==> src/rtl/hazard_ctrl.sv <==
// Load-use stall / taken-branch flush controller for the five-stage LEGv8 pipeline.
// Optional stall/flush event counters are enabled by defining HAZARD_PERF_CNT_EN.
module hazard_ctrl #(
   parameter int LOAD_USE_STALLS = 1
) (
   input  logic        clock,
   input  logic        reset,
   input  logic [31:0] ifid_instruction,
   input  logic        idex_memread,
   input  logic [4:0]  idex_write_reg,
   input  logic        mem_pc_src,
   output logic        pc_write,
   output logic        ifid_write,
   output logic        ifid_flush,
   output logic        idex_bubble,
   output logic        exmem_flush,
   output logic        state,
   output logic [31:0] stall_cycles,
   output logic [31:0] flush_events
);

   generate
      if (LOAD_USE_STALLS < 1 || LOAD_USE_STALLS > 3) begin : g_bad_cfg
         $error("hazard_ctrl: LOAD_USE_STALLS must be 1..3");
      end
   endgenerate

   typedef enum logic {RUN = 1'b0, STALL = 1'b1} state_t;

   typedef struct packed {
      logic pc_write;
      logic ifid_write;
      logic ifid_flush;
      logic idex_bubble;
      logic exmem_flush;
   } ctl_t;

   localparam ctl_t CTL_NORMAL = '{1'b1, 1'b1, 1'b0, 1'b0, 1'b0};
   localparam ctl_t CTL_STALL  = '{1'b0, 1'b0, 1'b0, 1'b1, 1'b0};
   localparam ctl_t CTL_FLUSH  = '{1'b1, 1'b1, 1'b1, 1'b1, 1'b1};
   localparam ctl_t CTL_RESET  = '{1'b0, 1'b0, 1'b1, 1'b1, 1'b1};
   localparam logic [1:0] CNT_INIT = 2'(LOAD_USE_STALLS - 1);

   state_t     state_q, state_nxt;
   logic [1:0] cnt_q, cnt_nxt;
   ctl_t       ctl;

   // Source register usage decode
   logic [4:0] rn, rm, rt;
   logic       rm_used, rt_used, hazard;
   logic       unused_bits;

   assign rn      = ifid_instruction[9:5];
   assign rm      = ifid_instruction[20:16];
   assign rt      = ifid_instruction[4:0];
   assign rm_used = (ifid_instruction[28:25] == 4'b0101);
   assign rt_used = (ifid_instruction[31:21] == 11'h7C0) || (ifid_instruction[31:24] == 8'hB4);
   assign unused_bits = ^ifid_instruction[15:10];

   assign hazard = idex_memread && (idex_write_reg != 5'd31) &&
                   ((idex_write_reg == rn) ||
                    (rm_used && idex_write_reg == rm) ||
                    (rt_used && idex_write_reg == rt));

   always_ff @(posedge clock) begin
      if (reset) begin
         state_q <= RUN;
         cnt_q   <= 2'd0;
      end else begin
         state_q <= state_nxt;
         cnt_q   <= cnt_nxt;
      end
   end

   always_comb begin
      ctl       = CTL_NORMAL;
      state_nxt = state_q;
      cnt_nxt   = cnt_q;
      if (reset) begin
         ctl       = CTL_RESET;
         state_nxt = RUN;
         cnt_nxt   = 2'd0;
      end else if (mem_pc_src) begin
         ctl       = CTL_FLUSH;
         state_nxt = RUN;
         cnt_nxt   = 2'd0;
      end else begin
         case (state_q)
            RUN: begin
               if (hazard) begin
                  ctl = CTL_STALL;
                  if (LOAD_USE_STALLS > 1) begin
                     state_nxt = STALL;
                     cnt_nxt   = CNT_INIT;
                  end
               end
            end
            STALL: begin
               // IF/ID is frozen here, so the hazard input is not re-evaluated
               ctl = CTL_STALL;
               if (cnt_q <= 2'd1) begin
                  state_nxt = RUN;
                  cnt_nxt   = 2'd0;
               end else begin
                  cnt_nxt = cnt_q - 2'd1;
               end
            end
            default: begin
               state_nxt = RUN;
               cnt_nxt   = 2'd0;
            end
         endcase
      end
   end

   assign pc_write    = ctl.pc_write;
   assign ifid_write  = ctl.ifid_write;
   assign ifid_flush  = ctl.ifid_flush;
   assign idex_bubble = ctl.idex_bubble;
   assign exmem_flush = ctl.exmem_flush;
   assign state       = (state_q == STALL);

`ifdef HAZARD_PERF_CNT_EN
   logic        stall_act;
   logic [31:0] stall_q, flush_q;

   // Stall outputs are the only non-reset condition with a bubble but no flush
   assign stall_act = ctl.idex_bubble && !ctl.ifid_flush;

   always_ff @(posedge clock) begin
      if (reset) begin
         stall_q <= 32'd0;
         flush_q <= 32'd0;
      end else begin
         if (stall_act && stall_q != 32'hFFFF_FFFF) stall_q <= stall_q + 32'd1;
         if (mem_pc_src && flush_q != 32'hFFFF_FFFF) flush_q <= flush_q + 32'd1;
      end
   end

   assign stall_cycles = stall_q;
   assign flush_events = flush_q;
`else
   assign stall_cycles = 32'h0;
   assign flush_events = 32'h0;
`endif

endmodule

==> config.mk <==
export PLATFORM = sky130hd
export DESIGN_NAME = hazard_ctrl
export DESIGN_NICKNAME = d
export VERILOG_FILES = /design/src/rtl/hazard_ctrl.sv
export SDC_FILE = /design/constraint.sdc
export NUM_CORES = 1
export LEC_CHECK = 0
export BUFFER_PORTS_ARGS = -buffer_cell sky130_fd_sc_hd__buf_2
export CAP_MARGIN = 20
export CORE_MARGIN = 2
export CORE_UTILIZATION = 34
export DETAILED_ROUTE_END_ITERATION = 8
export PLACE_DENSITY = 0.86
export SLEW_MARGIN = 30
export SYNTH_ARGS = -nofsm -noshare
export SYNTH_HDL_FRONTEND = slang
export SYNTH_SLANG_ARGS = --single-unit
==> constraint.sdc <==
create_clock -name clock -period 3.54 [get_ports clock]
set_clock_uncertainty 0.05 [all_clocks]
set_input_delay 0.354 -clock clock [delete_from_list [all_inputs] [get_ports clock]]
set_output_delay 0.354 -clock clock [all_outputs]
set_load 0.02 [all_outputs]
* After elaboration in Yosys (flattened, before gate mapping)
Cells that the tools add are included.
** Word-level totals
- Logic and storage cells :: 27
- Register bits after elaboration :: 3
- Output and inout port bits :: 70
- Bits of input ports :: 41
** Cells by class
- $add $sub $neg :: 1
- $lt $le $gt $ge :: 1
- Bitwise operators :: 1
- Eq/ne operators :: 7
- Reductions and logical operators :: 9
- Mux-type cells :: 6
** Operator list (number)
- $eq A5 B5 Y1 :: 3
- $mux W5 :: 3
- $eq A11 B11 Y1 const B :: 1
- $pmux W5 S2 :: 1
- $eq A8 B8 Y1 const B :: 1
- $ne A5 B5 Y1 const B :: 1
- $eq A4 B3 Y1 const B :: 1
- $logic_and A1 B1 Y1 :: 4
- $logic_or A1 B1 Y1 :: 3
- $reduce_or A3 Y1 :: 1
- $le A2 B1 Y1 const B :: 1
- $mux W2 :: 1
- $reduce_or A2 Y1 :: 1
- $sub A2 B1 Y2 const B :: 1
- $mux W1 :: 1
- $not A1 Y1 :: 1

* Depth between registers and ports, before layout
- Depth after elaboration :: 9
- Mapped depth :: 6
- Depth with buffers taken out :: 5

* Worst setup path after synthesis
Ideal clock, no wire load.
- Path type :: input to output
- From :: input port ifid_instruction[24]
- To :: output port pc_write
- Stages :: 6
- Arrival :: 1.691 ns
- Slack :: 1.445 ns
- Data required time :: 3.136 ns
- Buffers on the path :: 1
- Cell sequence :: nand4b_1 -> or4_1 -> nor3_2 -> nor3_1 -> o31a_1 -> buf_4
** Between the ends
- Word-level cells in the longest chain between the ends :: 9
- Elaborated cells between the ends (all ways) :: 10
- Those cells by class :: eq/ne: 2; mux: 4; reduce/logical: 4
** RTL lines
- start, declared :: line 8 : input logic [31:0] ifid_instruction,
- $eq A11 B11 Y1 / $eq A8 B8 Y1 (equally long branches) :: line 57 : assign rt_used = (ifid_instruction[31:21] == 11'h7C0) || (ifid_instruction[31:24] == 8'hB4);
- $logic_or A1 B1 Y1 (*) :: line 57
- $logic_and A1 B1 Y1 (*) :: line 63 : (rt_used && idex_write_reg == rt));
- $logic_or A1 B1 Y1 (*) :: line 62 : (rm_used && idex_write_reg == rm) ||
- $logic_and A1 B1 Y1 (*) :: line 60 : assign hazard = idex_memread && (idex_write_reg != 5'd31) &&
- $mux W5 (*) :: line 90 : if (hazard) begin
- $pmux W5 S2 (*) :: line 88 : case (state_q)
- $mux W5 (*) :: line 83 : end else if (mem_pc_src) begin
- $mux W5 (*) :: line 79 : if (reset) begin
- end, declared :: line 12 : output logic pc_write,
Mark *: on every way between the ends. The rest lies on a longest branch, timed or not.

* Worst setup path after layout
- From :: input port ifid_instruction[24]
- To :: output port ifid_write
** Between the ends
- Word-level cells in the longest chain between the ends :: 9
- Elaborated cells between the ends (all ways) :: 10
- Those cells by class :: eq/ne: 2; mux: 4; reduce/logical: 4
** RTL lines
- $eq A11 B11 Y1 / $eq A8 B8 Y1 (equally long branches) :: line 57
- $logic_or A1 B1 Y1 (*) :: line 57
- $logic_and A1 B1 Y1 (*) :: line 63
- $logic_or A1 B1 Y1 (*) :: line 62
- $logic_and A1 B1 Y1 (*) :: line 60
- $mux W5 (*) :: line 90
- $pmux W5 S2 (*) :: line 88
- $mux W5 (*) :: line 83
- $mux W5 (*) :: line 79
- end, declared :: line 13 : output logic ifid_write,
Marked as above.

==> out/qor.txt <==
status -> finished clean
Clk Latency, worst-skew pair -> 240 ps
Hold Path Stages -> 4
Root Driver -> clkbuf_4
GRT Residual Overflow -> 0
met1 WL -> 476 microns
Max Used Layer -> met4
Core Footprint -> 2432 sq um
CTS Sinks -> 3
total power -> 0.2092 mW
FF-to-FF path depth -> 4
post-CTS sizing -> 0
Synth cell types -> 21
Nets -> 199
largest family of logic cells by synthesized area -> buffers and inverters
setup violators final -> 0
leakage -> 0.4930 nW
Synth Area in Compound Gates -> 0.04818
crit path capture type -> primary output
number of remaining DRC errors -> 0
Max-Cap Viols -> 0
row cnt -> 18
largest net degree at the start of global routing -> 5
first-pass GRT wire length -> 2028 microns
H-tree levels -> 1
Min Clock Period, post-route -> 2190 ps
Final Non-Filler Cells -> 187
Pre-antenna DRT Iters -> 2
Hold Crit Class -> in2reg
CP max FO -> 2
IO Port Bufs -> 40
Adder-Cell Fraction of Synth Area -> 0
post-synth top area cell -> buf_4
Detail Route Antenna Nets -> 0
hold-fix buffers at CTS -> 0
Total GRT Usage -> 0.1026
Worst setup SP type -> input port
I/O pin cnt -> 111
area delta synth->final -> 0.5840%
CTS tree -> done
worst vdd ir -> 0.09328 mV
top-area cell type share of the netlist area -> 0.5781
CP required -> 3140 ps
Synth Register Bits -> 3
clk slew on worst S/H paths -> 40 ps
register area share after synthesis -> 0.07007
initial antenna violation count -> 0
Power Dens Cells -> 242.7 nW/um^2
final hold violations -> 0
cells after synthesis -> 116
fillers -> 277
drt first-iter violations -> 2
Post-CTS Setup Bufs -> 0
die height -> 54.21 microns
Syn Area/Cell -> 7.389 sq um
Fmax -> 0.4567 GHz
Post-DP HPWL -> 1432 microns
RSZ-0062 raised after global routing -> false
RePlAce Congestion -> 0.6253
share of post-route cells with drive strength above 1 -> 0.2803
vias -> 660
drt wl/cell -> 8.064 microns
WL final -> 1508 microns
number of vias per cell -> 3.529
die area -> 2938 sq um
Arr. time, crit path -> 1790 ps
Synth Warn # -> 0
Post-Syn Area -> 857.1 sq um
Starting Density -> 0.3524
Synth Area in XOR/XNOR -> 0.1533
Fin Setup TNS -> 0 ps
die width -> 54.21 microns
met3 WL -> 208 microns
Inserted Diodes -> 0
Max Buffers Root-to-Sink -> 2
TritonCTS Buffers -> 3
period utilization -> 0.6185
synth top area cells -> buf_4 58%, xnor2_1 9.2%, dfxtp_1 7.0%
Simple-Gate Fraction of Synth Area -> 0.1328
vias in the first global route -> 481
critical setup path kind -> in2out
DR WL met2 -> 785 microns
Cells after DPL -> 183
multiplexer share of the synthesized area -> 0
pins over their slew limit -> 0
-- layout by cell type, fill, tap and decap left out --
cell type / count
conb_1: 64
buf_2: 40
xnor2_1: 9
xor2_1: 6
nor2_1: 6
nand2_1: 3
a21oi_1: 3
inv_1: 3
clkbuf_4: 3
dfxtp_1: 3
nand3_1: 2
o21ai_0: 2
nor3_1: 2
nand4_1: 2
nor4_1: 1
nor4b_1: 1
nand4b_1: 1
or4_1: 1
nor3_2: 1
o211ai_1: 1
o31a_1: 1
nor2b_1: 1
clkbuf_1: 1
-- per-layer routing --
metal / track usage / vias to the layer above
met5: 0 / -
met4: 0.08750 / 0
met3: 0.02222 / 4
met2: 0.1767 / 59
met1: 0.1036 / 275
li1: - / 322
-- area by class of cell --
| type | instances | area (sq um) | share of cell area |
|---|---|---|---|
| inverters | 3 | 11.26 | 0.01306 |
| multi-input cells | 107 | 526.8 | 0.6110 |
| clock buffers | 4 | 26.28 | 0.03048 |
| well taps | 30 | 37.54 | 0.04354 |
| repair buffers | 40 | 200.2 | 0.2322 |
| flip-flops and latches | 3 | 60.06 | 0.06967 |
-- power breakdown --
part,switching (mW),internal (mW),total [mW]
combinational,0.0860,0.0283,0.114
clock,0.0186,0.0423,0.0609
sequential,0,0.0340,0.0340
-- sequential cells by signal (all words and copies together) (netlist names) --
name / flops
cnt_q: 2
state: 1
-- worst paths after layout --
check | endpoint | slack, ps | start
max reg2reg | cnt_q[0] | 2680 | state
min | state | 380 | reset
max | ifid_write | 1350 | ifid_instruction[24]
min reg2reg | state | 410 | cnt_q[1]
-- cell families after synthesis --
| family | count (synthesis) |
|---|---|
| other | 1 |
| XOR/XNOR | 15 |
| AO/OA/AOI/OAI | 7 |
| AND/OR/NAND/NOR | 21 |
| flip-flops | 3 |
| buffers and inverters | 69 |
-- cell usage after synthesis, drive strengths merged --
| cell | number |
|---|---|
| a21oi | 3 |
| buf | 66 |
| conb | 1 |
| dfxtp | 3 |
| inv | 3 |
| nand2 | 3 |
| nand3 | 2 |
| nand4 | 2 |
| nand4b | 1 |
| nor2 | 6 |
| nor2b | 1 |
| nor3 | 3 |
| nor4 | 1 |
| nor4b | 1 |
| o211ai | 1 |
| o21ai | 2 |
| o31a | 1 |
| or4 | 1 |
| xnor2 | 9 |
| xor2 | 6 |
-- metrics by stage --
step	worst slack [ps]	util	area, sq um	hold slack [ps]
floorplan	1445	-	1094	383.7
global placement	1347	0.3436	835.8	392.2
detailed placement	1347	0.3436	835.8	411.4
CTS	1341	0.3544	862.1	378.5
global route	1273	0.3544	862.1	409.6
finish	1350	0.3544	862.1	379.6
-- critical path, cell delays in order --
cell,delay [ps]
buf_2,90
nand4b_1,160
or4_1,520
nor3_2,130
nor3_1,90
o31a_1,270
buf_2,160
No activity file was read; power rests on OpenSTA's default activity.
